$ cat config.mk
export PLATFORM = sky130hd
export DESIGN_NAME = prime_scan_flat
export DESIGN_NICKNAME = d
export VERILOG_FILES = /design/src/rtl/prime_scan_if.sv /design/src/rtl/prime_scan.sv /design/src/flat_wrapper.sv
export SDC_FILE = /design/constraint.sdc
export NUM_CORES = 1
export LEC_CHECK = 0
export CORE_ASPECT_RATIO = 1.2
export CORE_MARGIN = 4
export CORE_UTILIZATION = 30
export CTS_CLUSTER_SIZE = 30
export DETAILED_ROUTE_END_ITERATION = 6
export PLACE_DENSITY_LB_ADDON = 0.2
export REMOVE_ABC_BUFFERS = 1
export SKIP_CTS_REPAIR_TIMING = 1
export SYNTH_ARGS = -nofsm -noshare
export SYNTH_HDL_FRONTEND = slang
export SYNTH_SLANG_ARGS = --single-unit
$ cat constraint.sdc
create_clock -name clk -period 1.6 [get_ports clk]
set_input_delay 0.32 -clock clk [delete_from_list [all_inputs] [get_ports clk]]
set_output_delay 0.32 -clock clk [all_outputs]
set_load 0.005 [all_outputs]
$ cat src/rtl/prime_scan_if.sv
// Bundles the scan request, candidate bus and result signals of prime_scan.
// The master side is whatever requests scans and hosts the primes detector;
// the slave side is the scanner itself.
interface prime_scan_if;
  logic       start;
  logic [3:0] lo;
  logic [3:0] hi;
  logic       z;
  logic [3:0] x;
  logic       busy;
  logic       done;
  logic [4:0] count;
  logic [3:0] last_prime;
  logic       found;

  modport master (
    output start, lo, hi, z,
    input  x, busy, done, count, last_prime, found
  );

  modport slave (
    input  start, lo, hi, z,
    output x, busy, done, count, last_prime, found
  );
endinterface

$ cat src/rtl/prime_scan.sv
// Steps a candidate value x from lo to hi, holding each value for HOLD cycles
// so an external combinational primes detector can settle, and tallies the
// candidates it flags.
//
//   state  | meaning
//   -------+--------------------------------------------------------------
//   IDLE   | waiting for start; results of the last scan are held
//   SCAN   | driving candidates, sampling z on the last hold cycle of each
//   DONE   | one-cycle done pulse, then back to IDLE unconditionally
module prime_scan #(
  parameter int unsigned HOLD = 1
) (
  input logic         clk,
  input logic         reset,
  prime_scan_if.slave bus
);

  typedef enum logic [1:0] {
    S_IDLE = 2'd0,
    S_SCAN = 2'd1,
    S_DONE = 2'd2
  } state_t;

  // Hold counter counts up from zero; the sample point is its last value.
  localparam logic [3:0] HOLD_LAST = 4'(HOLD - 1);

  state_t     state_q, state_d;
  logic [3:0] x_q, x_d;
  logic [3:0] hi_q, hi_d;
  logic [3:0] hold_q, hold_d;
  logic [4:0] count_q, count_d;
  logic [3:0] last_q, last_d;
  logic       found_q, found_d;

  // State and datapath registers; reset clears everything asynchronously.
  always_ff @(posedge clk or negedge reset) begin
    if (!reset) begin
      state_q <= S_IDLE;
      x_q     <= 4'd0;
      hi_q    <= 4'd0;
      hold_q  <= 4'd0;
      count_q <= 5'd0;
      last_q  <= 4'd0;
      found_q <= 1'b0;
    end else begin
      state_q <= state_d;
      x_q     <= x_d;
      hi_q    <= hi_d;
      hold_q  <= hold_d;
      count_q <= count_d;
      last_q  <= last_d;
      found_q <= found_d;
    end
  end

  // Next-state and datapath update for the scan sequencer.
  always_comb begin
    state_d = state_q;
    x_d     = x_q;
    hi_d    = hi_q;
    hold_d  = hold_q;
    count_d = count_q;
    last_d  = last_q;
    found_d = found_q;
    case (state_q)
      S_IDLE: begin
        if (bus.start) begin
          x_d     = bus.lo;
          hi_d    = bus.hi;
          hold_d  = 4'd0;
          count_d = 5'd0;
          last_d  = 4'd0;
          found_d = 1'b0;
          // An empty range skips straight to the done pulse.
          state_d = (bus.lo <= bus.hi) ? S_SCAN : S_DONE;
        end
      end
      S_SCAN: begin
        if (hold_q == HOLD_LAST) begin
          if (bus.z) begin
            count_d = count_q + 5'd1;
            last_d  = x_q;
            found_d = 1'b1;
          end
          // Terminating on equality keeps x from ever wrapping past 15.
          if (x_q == hi_q) begin
            state_d = S_DONE;
          end else begin
            x_d    = x_q + 4'd1;
            hold_d = 4'd0;
          end
        end else begin
          hold_d = hold_q + 4'd1;
        end
      end
      S_DONE: begin
        state_d = S_IDLE;
      end
      default: begin
        state_d = S_IDLE;
      end
    endcase
  end

  assign bus.x          = x_q;
  assign bus.busy       = (state_q == S_SCAN);
  assign bus.done       = (state_q == S_DONE);
  assign bus.count      = count_q;
  assign bus.last_prime = last_q;
  assign bus.found      = found_q;

endmodule

$ cat src/flat_wrapper.sv
// flat-port wrapper written by rule: the top's interface ports become plain ports
module prime_scan_flat 
#(
  parameter int unsigned HOLD = 1
)
  (clk, reset, bus_start, bus_lo, bus_hi, bus_z, bus_x, bus_busy, bus_done, bus_count, bus_last_prime, bus_found);
  prime_scan_if bus_i ();
  input logic clk;
  input logic reset;
  input wire logic [$bits(bus_i.start)-1:0] bus_start;
  input wire logic [$bits(bus_i.lo)-1:0] bus_lo;
  input wire logic [$bits(bus_i.hi)-1:0] bus_hi;
  input wire logic [$bits(bus_i.z)-1:0] bus_z;
  output wire logic [$bits(bus_i.x)-1:0] bus_x;
  output wire logic [$bits(bus_i.busy)-1:0] bus_busy;
  output wire logic [$bits(bus_i.done)-1:0] bus_done;
  output wire logic [$bits(bus_i.count)-1:0] bus_count;
  output wire logic [$bits(bus_i.last_prime)-1:0] bus_last_prime;
  output wire logic [$bits(bus_i.found)-1:0] bus_found;
  assign bus_i.start = bus_start;
  assign bus_i.lo = bus_lo;
  assign bus_i.hi = bus_hi;
  assign bus_i.z = bus_z;
  assign bus_x = bus_i.x;
  assign bus_busy = bus_i.busy;
  assign bus_done = bus_i.done;
  assign bus_count = bus_i.count;
  assign bus_last_prime = bus_i.last_prime;
  assign bus_found = bus_i.found;
  prime_scan #(.HOLD(HOLD)) u_core (.clk(clk), .reset(reset), .bus(bus_i));
endmodule
-- Word level (Yosys, flattened, before mapping)
Index checks and enable logic that the tools add are counted.
- flip-flop bits (word level): 24
- bits of input ports: 12
- output and inout bits: 16
- add/subtract/negate cells: 3
- order comparisons: 1
- reductions and logical operators: 8
- eq/ne operators: 9
- muxes and demuxes: 24
- operators with widths (cell ; number):
    two-way mux 4 bit ; 8
    case mux 4 bit (2 select lines) ; 3
    two-way mux 5 bit ; 3
    case mux 5 bit (2 select lines) ; 1
    adder 4 x 1 -> 4 bit (second input constant) ; 2
    two-way mux 2 bit ; 4
    AND reduction 4 bit ; 2
    inequality test 2 bit (second input constant) ; 3
    AND reduction 3 bit ; 2
    adder 5 x 1 -> 5 bit (second input constant) ; 1
    == test 4 bit ; 1
    less-or-equal comparator 4 bit ; 1
    logical NOT 4 bit ; 1
    inequality test 2 x 1 -> 1 bit (second input constant) ; 2
    case mux 2 bit (2 select lines) ; 1
    two-way mux 1 bit ; 3
    inequality test 3 bit (second input constant) ; 1
    == test 2 x 1 -> 1 bit (second input constant) ; 1
    == test 2 bit (second input constant) ; 1
    logical NOT 2 bit ; 1
    case mux 1 bit (2 select lines) ; 1
    AND reduction 2 bit ; 1
    nonzero test 2 bit ; 1

-- Longest topological paths before layout
Gate-level depths: netlist (run 1).
- word-level depth: 4
- gate-level depth with buffers: 7

-- Worst setup path after synthesis (run 1)
Ideal clock, no wire load.
- kind: register to register
- start: reg u_core.hold_q[0]
- end: reg u_core.last_q[0], in the netlist u_core.bus.last_prime[0]
- required time: 1480 ps
- arrival: 1563 ps
- cell stages (with the launch flop): 8
- setup slack: -83 ps
- period minus slack after synthesis: 1683 ps
- buffers on the path: 1
- setup time: 120 ps
- cells stage by stage: dfrtp_1 -> inv_1 -> ha_1 -> nor3b_2 -> a21oi_1 -> buf_2 -> o21a_1 -> a31o_2
- longest elaborated chain between the ends: 3
- RTL lines (what ; RTL line ; text):
    start, declared ; prime_scan.sv:30 ; logic [3:0] hold_q, hold_d;
    start signal, assigned ; prime_scan.sv:49 ; hold_q <= hold_d;
    logical NOT 4 bit ; prime_scan.sv:79 ; if (hold_q == HOLD_LAST) begin
    inequality test 2 x 1 -> 1 bit (no source line) ; n/a ;
    AND reduction 4 bit (no source line) ; n/a ;
    end signal, assigned ; prime_scan.sv:51 ; last_q <= last_d;
    end, declared ; prime_scan.sv:32 ; logic [3:0] last_q, last_d;
Every way passes these cells.
A chain may end at the register's enable or synchronous reset.

-- Final worst setup path (run 1)
- start: reg u_core.hold_q[1]
- end: reg u_core.x_q[2], in the netlist u_core.bus.x[2]
- longest elaborated chain between the ends: 3
- RTL lines (what ; RTL line ; text):
    logical NOT 4 bit ; prime_scan.sv:79 ;
    inequality test 2 x 1 -> 1 bit (no source line) ; n/a ;
    AND reduction 4 bit (no source line) ; n/a ;
    end signal, assigned ; prime_scan.sv:39 ; x_q <= 4'd0;
    end signal, assigned ; prime_scan.sv:47 ; x_q <= x_d;
    end, declared ; prime_scan.sv:28 ; logic [3:0] x_q, x_d;
Every way passes these cells.

==> results.md, run 1 <==
- Number of standard-cell rows in the floorplan: 26
- Most used standard cell by instance count after synthesis: sky130_fd_sc_hd__dfrtp_1
- Adder and majority cell fraction of the synthesized area: 7.18%
- Area fraction in compound gates after synthesis: 19.6%
- H-tree depth: 1
- Synth Instances: 148
- # IOs: 28
- Antenna violations before repair: 0
- Effective utilization at floorplan: 32.0%
- Required time of the critical path: 1.75 ns
- Simple-gate portion of the synthesized area: 20.6%
- Cell total after placement: 256
- Top fanout value on the critical path: 3
- Kind of critical path: flip-flop to flip-flop
- Class of the tightest hold or removal check: primary input to flip-flop
- Largest net degree at the start of global routing: 25
- Transition time of the tightest slew-check pin: 0.398 ns
- Root buffer cell: sky130_fd_sc_hd__clkbuf_8
- Register area share after synthesis: 43.1%
- CTS Buf Count: 3
- Detailed-route via count: 1297
- Detailed placement HPWL: 2800 µm
- Result of the run: finished, violations left
- Type of element launching the critical path: flip-flop
- Clock insertion delay at the later pin of the skew report: 0.27 ns
- Fraction of synthesis flops using an asynchronous set or reset pin: 100%
- Max-cap violations: 0
- Dominant cells by area after synthesis: sky130_fd_sc_hd__dfrtp_1, sky130_fd_sc_hd__ha_1, sky130_fd_sc_hd__nand2_1
- Portion of total power attributed to the clock network: 9.1%
- Synth cell types: 40
- Number of flops mapped to enable cells by yosys: 0
- Smallest setup slack after layout: -0.126 ns
- Number of nets in the final layout: 231
- Highest clock frequency the design can meet: 579 MHz
- Number of global-route vias before repair: 1362
- Number of failing hold endpoints at the final stage: 0
- Min cycle time layout: 1.73 ns
- Area share of xor/xnor cells in the synthesized design: 3.14%
- Post-synthesis cell type with the largest combined area: sky130_fd_sc_hd__dfrtp_1
- Number of detailed-route iterations in the first pass: 4
- Commonest register cell after synthesis: sky130_fd_sc_hd__dfrtp_1
- Switching portion of total power: 39.1%
- Total of flip-flops plus latches after synthesis: 24
- Unrepaired setup endpoints after global routing: yes
- Worst slew slack as a fraction of its limit: 73.3%
- Sequential cell area: 606 µm²
- Top-area cell type share of the netlist area: 43.1%
- Quantity of I/O buffers inserted on ports: 27
- Overall power consumption: 3.99 mW
- Initial drt markers: 51
- Final RePlAce weighted congestion: 0.857
- Number of non-filler instances in the completed layout: 265
- Violated checks: setup timing
- Post-Syn Area per Cell: 9.42 µm²
- Internal power: 2.43 mW
- Final antenna-violating net count: 0
- Comb pwr share: 63.4%
- Total congestion overflow: 0
- Global-route total usage across every layer: 12.9%
- Worst endpoint data arrival time: 1.87 ns
- Clock sink total: 24
- Worst setup EP type: flip-flop
- Die footprint: 0.00581 mm²
- Die Wd: 70.2 µm
- Final Max Tran Viols: 0
- Setup Slack @ Placement: -0.350 ns
- Combinational family with the most area after synthesis: simple AND/OR/NAND/NOR gates
- Floorplan die height: 82.7 µm
- Final std cell area, no fill: 0.00215 mm²
- Average detailed-routed wire length per instance: 14.2 µm
- CTS max path bufs: 2
- Peak supply drop: 1.04 mV
- First-pass GRT wire length: 6060 µm
- Detailed-route wire length: 3750 µm
- TNS Setup: -0.406 ns
- Fillers: 430
- Remaining routing DRC violations: 0
- Synthesis warning total: 0
- Period utilisation layout: 108%
- Detail-routed via count per cell: 4.89
- Clock slew at the register clock pins of the worst setup and hold paths: 0.09 ns
- Core region area: 0.00436 mm²
- Portion of total power attributed to sequential cells: 27.5%
- Layout overhead on the synthesized area: 54.3%
- Placed cell areas: 0.00194 mm²
- # diodes: 0
- Share of cell area taken by muxes after synthesis: 1.62%
- Leakage Power: 1.03 nW
- Power density of the placed cells: 1850 mW/mm²
- Worst-case clock skew: 0.00689 ns
- Reported net switching power: 1.56 mW
- Area of the mapped netlist: 0.00139 mm²
- Share of cells above drive strength 1: 34.0%
- Number of endpoints failing setup at the final stage: 7
- Leading cell types by count after synthesis: sky130_fd_sc_hd__dfrtp_1, sky130_fd_sc_hd__nand2_1, sky130_fd_sc_hd__inv_1, sky130_fd_sc_hd__nand3_1, sky130_fd_sc_hd__o21ai_0
- Multi-input logic area: 815 µm²
- Clock tree from TritonCTS: yes
cells in the final DEF, fill, tap and decap left out, types with 2 or more instances in the layout:
master / synthesis / layout
sky130_fd_sc_hd__inv_2: 0 / 4
sky130_fd_sc_hd__a21oi_1: 6 / 3
sky130_fd_sc_hd__dfrtp_2: 0 / 4
sky130_fd_sc_hd__o21ai_1: 0 / 2
sky130_fd_sc_hd__ha_1: 8 / 5
sky130_fd_sc_hd__and2_1: 3 / 2
sky130_fd_sc_hd__ha_4: 0 / 3
sky130_fd_sc_hd__buf_4: 0 / 33
sky130_fd_sc_hd__or4_1: 2 / 2
sky130_fd_sc_hd__nand2_1: 21 / 21
sky130_fd_sc_hd__nand4_1: 3 / 3
sky130_fd_sc_hd__a31o_2: 3 / 3
sky130_fd_sc_hd__o21a_1: 4 / 4
sky130_fd_sc_hd__a21oi_2: 0 / 3
sky130_fd_sc_hd__buf_6: 0 / 4
sky130_fd_sc_hd__inv_1: 10 / 6
sky130_fd_sc_hd__mux2_2: 2 / 2
sky130_fd_sc_hd__dlymetal6s2s_1: 0 / 6
sky130_fd_sc_hd__nand3_1: 9 / 8
sky130_fd_sc_hd__or3_1: 2 / 2
sky130_fd_sc_hd__xor2_1: 5 / 5
sky130_fd_sc_hd__nor2_1: 5 / 4
sky130_fd_sc_hd__clkdlybuf4s50_1: 0 / 21
sky130_fd_sc_hd__o21ai_0: 9 / 7
sky130_fd_sc_hd__clkbuf_8: 0 / 3
sky130_fd_sc_hd__o31ai_1: 3 / 3
sky130_fd_sc_hd__dfrtp_1: 24 / 20
worst max-delay path, cell delays in order, from the launching register on:
cell and delay, ns:
sky130_fd_sc_hd__dfrtp_1 0.39, sky130_fd_sc_hd__inv_2 0.09, sky130_fd_sc_hd__ha_4 0.12, sky130_fd_sc_hd__nor3b_4 0.22, sky130_fd_sc_hd__buf_4 0.17, sky130_fd_sc_hd__a32oi_1 0.09, sky130_fd_sc_hd__a211o_2 0.32, sky130_fd_sc_hd__a22o_1 0.20
worst paths after layout:
kind | startpoint | to | slack [ns] | depth (start not counted)
max in group asynchronous | reset | u_core.state_q[1] | 0.91 | 2
max | u_core.hold_q[1] | u_core.bus.x[2] | -0.13 | 7
max reg2reg | u_core.hold_q[1] | u_core.bus.x[2] | -0.13 | 7
min reg2reg | u_core.bus.found | u_core.bus.found | 0.52 | 1
min | bus_hi[2] | u_core.hi_q[2] | 0.39 | 3
min in group asynchronous | reset | u_core.bus.last_prime[3] | 0.42 | 2
layer usage:
layer / track usage (%) / vias up / wire (µm)
li1: - / 653 / -
met1: 15.0 / 606 / 1650
met2: 23.4 / 31 / 1920
met3: 2.42 / 7 / 128
met4: 5.56 / 0 / 57
met5: 0 / - / 0
logic make-up (layout without fill, tap and decap cells):
group / Yosys count / after routing
adders and majority gates: 8 / 8
AOI/OAI and AO/OA: 39 / 39
buffers and inverters: 17 / 78
muxes: 2 / 2
xor gates and xnor gates: 5 / 5
DFF: 24 / 24
and+or+nand+nor: 53 / 53
power by group through the flow:
stage | clock network, mW | registers [mW] | logic (mW)
finish | 0.361 | 1.10 | 2.53
CTS | 0.372 | 1.07 | 2.24
detailed placement | 0 | 1.08 | 2.22
global placement | 0 | 1.07 | 2.17
floorplan | 0 | 1.14 | 0.977
global route | 0.401 | 1.14 | 2.77
registers in the layout, indices dropped and copies added (netlist names):
signal / cells
u_core.bus.count: 5
u_core.bus.last_prime: 4
u_core.bus.x: 4
u_core.hi_q: 4
u_core.hold_q: 4
u_core.state_q: 2
u_core.bus.found: 1
cell type report:
| type | instances | share of cell area (%) |
|---|---|---|
| Inverter | 11 | 1.92 |
| Tap cell | 56 | 3.26 |
| Clock buffer | 3 | 1.92 |
| Multi-Input combinational cell | 107 | 37.9 |
| Sequential cell | 24 | 28.2 |
| Timing Repair Buffer | 64 | 26.9 |
metrics by stage:
step	hold WS [ns]	utilization [%]
finish	0.389	49.3
global route	0.398	49.3
CTS	0.429	45.5
detailed placement	0.503	44.5
global placement	0.476	44.5
floorplan	0.0244	-
(Power assumes the default switching activity.)
==> run 2, diff against run 1 <==
--- a/config.mk
+++ b/config.mk
@@ -6,10 +6,10 @@
 export NUM_CORES = 1
 export LEC_CHECK = 0
 export CORE_ASPECT_RATIO = 1.2
-export CORE_MARGIN = 4
 export CORE_UTILIZATION = 30
 export CTS_CLUSTER_SIZE = 30
 export DETAILED_ROUTE_END_ITERATION = 6
+export HOLD_SLACK_MARGIN = 0.12
 export PLACE_DENSITY_LB_ADDON = 0.2
 export REMOVE_ABC_BUFFERS = 1
 export SKIP_CTS_REPAIR_TIMING = 1
==> run 2 against run 1 <==
Net effect: the flow still finishes with violations (setup timing); combinational power is 13% higher; register-to-register slack hardly changed; core utilization is 4.2 points higher; clock skew is 0.0056 ns lower; design area is 8.5% higher; clock power is 51% higher; die area is 15% lower; non-clock buffer count is 7 higher; hold slack better by 0.017 ns; critical path type unchanged; highest routed layer unchanged.
==> results.md, run 2 (synthesis gave the netlist of run 1 again) <==
- Result of the run: finished, violations left
- Violated checks: setup timing
- Worst endpoint data arrival time: 1.86 ns (about the same)
- Leading cell type in the layout, fill and taps excluded: sky130_fd_sc_hd__buf_4
- Die Wd: 64.2 µm (-8.5%)
- Path depth of the worst reg2reg path: 4 (-3)
- Detailed-route via count: 1357 (+4.6%)
- Highest clock frequency the design can meet: 583 MHz (+0.63%)
- Average detailed-routed wire length per instance: 13.7 µm (-3.5%)
- Number of standard-cell rows in the floorplan: 26 (unchanged)
- Clock slew at the register clock pins of the worst setup and hold paths: 0.09 ns (about the same)
- Total congestion overflow: 0 (unchanged)
- Largest net degree at the start of global routing: 25 (unchanged)
- Floorplan die height: 76.7 µm (-7.3%)
- TNS Setup: -0.641 ns (-0.235 ns)
- Required time of the critical path: 1.75 ns (about the same)
- Detail-routed via count per cell: 4.97 (+1.6%)
- Worst setup EP type: flip-flop
- Worst-case clock skew: 0.00129 ns (-0.00561 ns)
- # IOs: 28 (unchanged)
- Class of the tightest hold or removal check: primary input to asynchronous set/reset pin
- Leading cell types in the layout, fill and taps excluded: sky130_fd_sc_hd__buf_4, sky130_fd_sc_hd__dfrtp_1, sky130_fd_sc_hd__clkdlybuf4s50_1, sky130_fd_sc_hd__nand2_1, sky130_fd_sc_hd__buf_6
- Final antenna-violating net count: 0 (unchanged)
- Remaining routing DRC violations: 0 (unchanged)
- Clock tree from TritonCTS: yes
- Clock sink total: 24 (unchanged)
- Unrepaired setup endpoints after global routing: yes
- Min cycle time layout: 1.72 ns (-0.0109 ns)
- Reg-to-reg critical path endpoint: u_core.bus.x[3]
- Number of global-route vias before repair: 1289 (-5.4%)
- Number of nets in the final layout: 238 (+3.0%)
- Fillers: 408 (-5.1%)
- Final Max Tran Viols: 0 (unchanged)
- Final RePlAce weighted congestion: 0.761 (-11%)
- RR Startpoint: u_core.bus.x[2]
- Number of detailed-route iterations in the first pass: 4 (unchanged)
- Overall power consumption: 4.53 mW (+14%)
- H-tree depth: 1 (unchanged)
- Global-route total usage across every layer: 15.4% (+2.4 points)
- Core region area: 0.00436 mm² (unchanged)
- Detailed placement HPWL: 2710 µm (-3.3%)
- Detailed-route wire length: 3730 µm (-0.56%)
- CTS Buf Count: 3 (unchanged)
- Top fanout value on the critical path: 5 (+2)
- Period utilisation layout: 107% (-0.68 points)
- Number of endpoints failing setup at the final stage: 8 (+1)
- Smallest setup slack after layout: -0.115 ns (+0.0109 ns)
- Number of flip-flops in the largest register: 5 (unchanged)
- Share of cells above drive strength 1: 38.2% (+4.3 points)
- Kind of critical path: flip-flop to flip-flop
- First-pass GRT wire length: 5980 µm (-1.4%)
- Transition time of the tightest slew-check pin: 0.389 ns (-0.00873 ns)
- Die footprint: 0.00492 mm² (-15%)
- Worst-case register-to-register setup slack: -0.12 ns (about the same)
- CTS max path bufs: 2 (unchanged)
- Final core area utilization: 53.5% (+4.2 points)
- Root buffer cell: sky130_fd_sc_hd__clkbuf_8
- Initial drt markers: 48 (-5.9%)
- Number of failing hold endpoints at the final stage: 0 (unchanged)
- Max-cap violations: 0 (unchanged)
- Layout overhead on the synthesized area: 67.4%
- Peak supply drop: 0.809 mV (-22%)
- Worst Hold Slack: 0.406 ns (+0.0168 ns)
- Quantity of I/O buffers inserted on ports: 27 (unchanged)
- Effective utilization at floorplan: 32.0% (unchanged)
- # diodes: 0 (unchanged)
- Power density of the placed cells: 1940 mW/mm² (+4.8%)
- Worst slew slack as a fraction of its limit: 73.9% (+0.59 points)
- Antenna violations before repair: 0 (unchanged)
- Clock insertion delay at the later pin of the skew report: 0.27 ns (about the same)
- Type of element launching the critical path: flip-flop
- Leakage Power: 1.12 nW (+8.7%)
-- run 2: worst max-delay path, cell delays in order (launching register included) --
cell and delay (ns):
sky130_fd_sc_hd__dfrtp_1 0.43, sky130_fd_sc_hd__xor2_2 0.20, sky130_fd_sc_hd__nor4_4 0.41, sky130_fd_sc_hd__a221oi_1 0.15, sky130_fd_sc_hd__or3_1 0.40
-- run 2: report_power, final --
group          total (mW)  switching (mW)  internal [mW]
Sequential           1.14           0.270          0.870
Combinational        2.85            1.23           1.62
Clock               0.544           0.209          0.335
Total                4.53            1.71           2.83
-- run 2: worst max-delay path by stage --
stage,start,cells past startpoint,end,slack (ns)
floorplan,u_core.state_q[0],5,u_core.bus.x[3],-0.47
global placement,bus_hi[2],7,u_core.state_q[1],-0.31
detailed placement,bus_start,6,u_core.bus.count[3],-0.34
CTS,u_core.hold_q[1],7,u_core.bus.count[3],-0.23
global route,u_core.bus.x[2],4,u_core.bus.x[3],-0.17
finish,u_core.bus.x[2],4,u_core.bus.x[3],-0.12
-- run 2: final cells by class --
type	count	area, µm²	area share, %
clock buffers	3	41.3	1.77
clock inverters	1	30.0	1.29
inverters	11	41.3	1.77
multi-input cells	107	882	37.8
flip-flops and latches	24	604	25.9
well taps	56	70.1	3.00
repair buffers	71	664	28.5
-- run 2: metrics by stage --
| step | cell area (µm²) | std cells | worst slack (ns) |
|---|---|---|---|
| 5_1_grt | 2330 | 273 | -0.166 |
| 6_report | 2330 | 273 | -0.115 |
| 3_5_place_dp | 1970 | 260 | -0.343 |
| 3_3_place_gp | 1970 | 260 | -0.313 |
| 2_1_floorplan | 1370 | 142 | -0.468 |
| 4_1_cts | 2040 | 264 | -0.227 |
-- run 2: layer usage --
| layer | up-vias | track usage [%] | wire length [µm] |
|---|---|---|---|
| li1 | 660 | - | - |
| met1 | 659 | 19.8 | 1610 |
| met2 | 31 | 25.3 | 1930 |
| met3 | 7 | 2.23 | 124 |
| met4 | 0 | 6.67 | 65 |
| met5 | - | 0 | 0 |
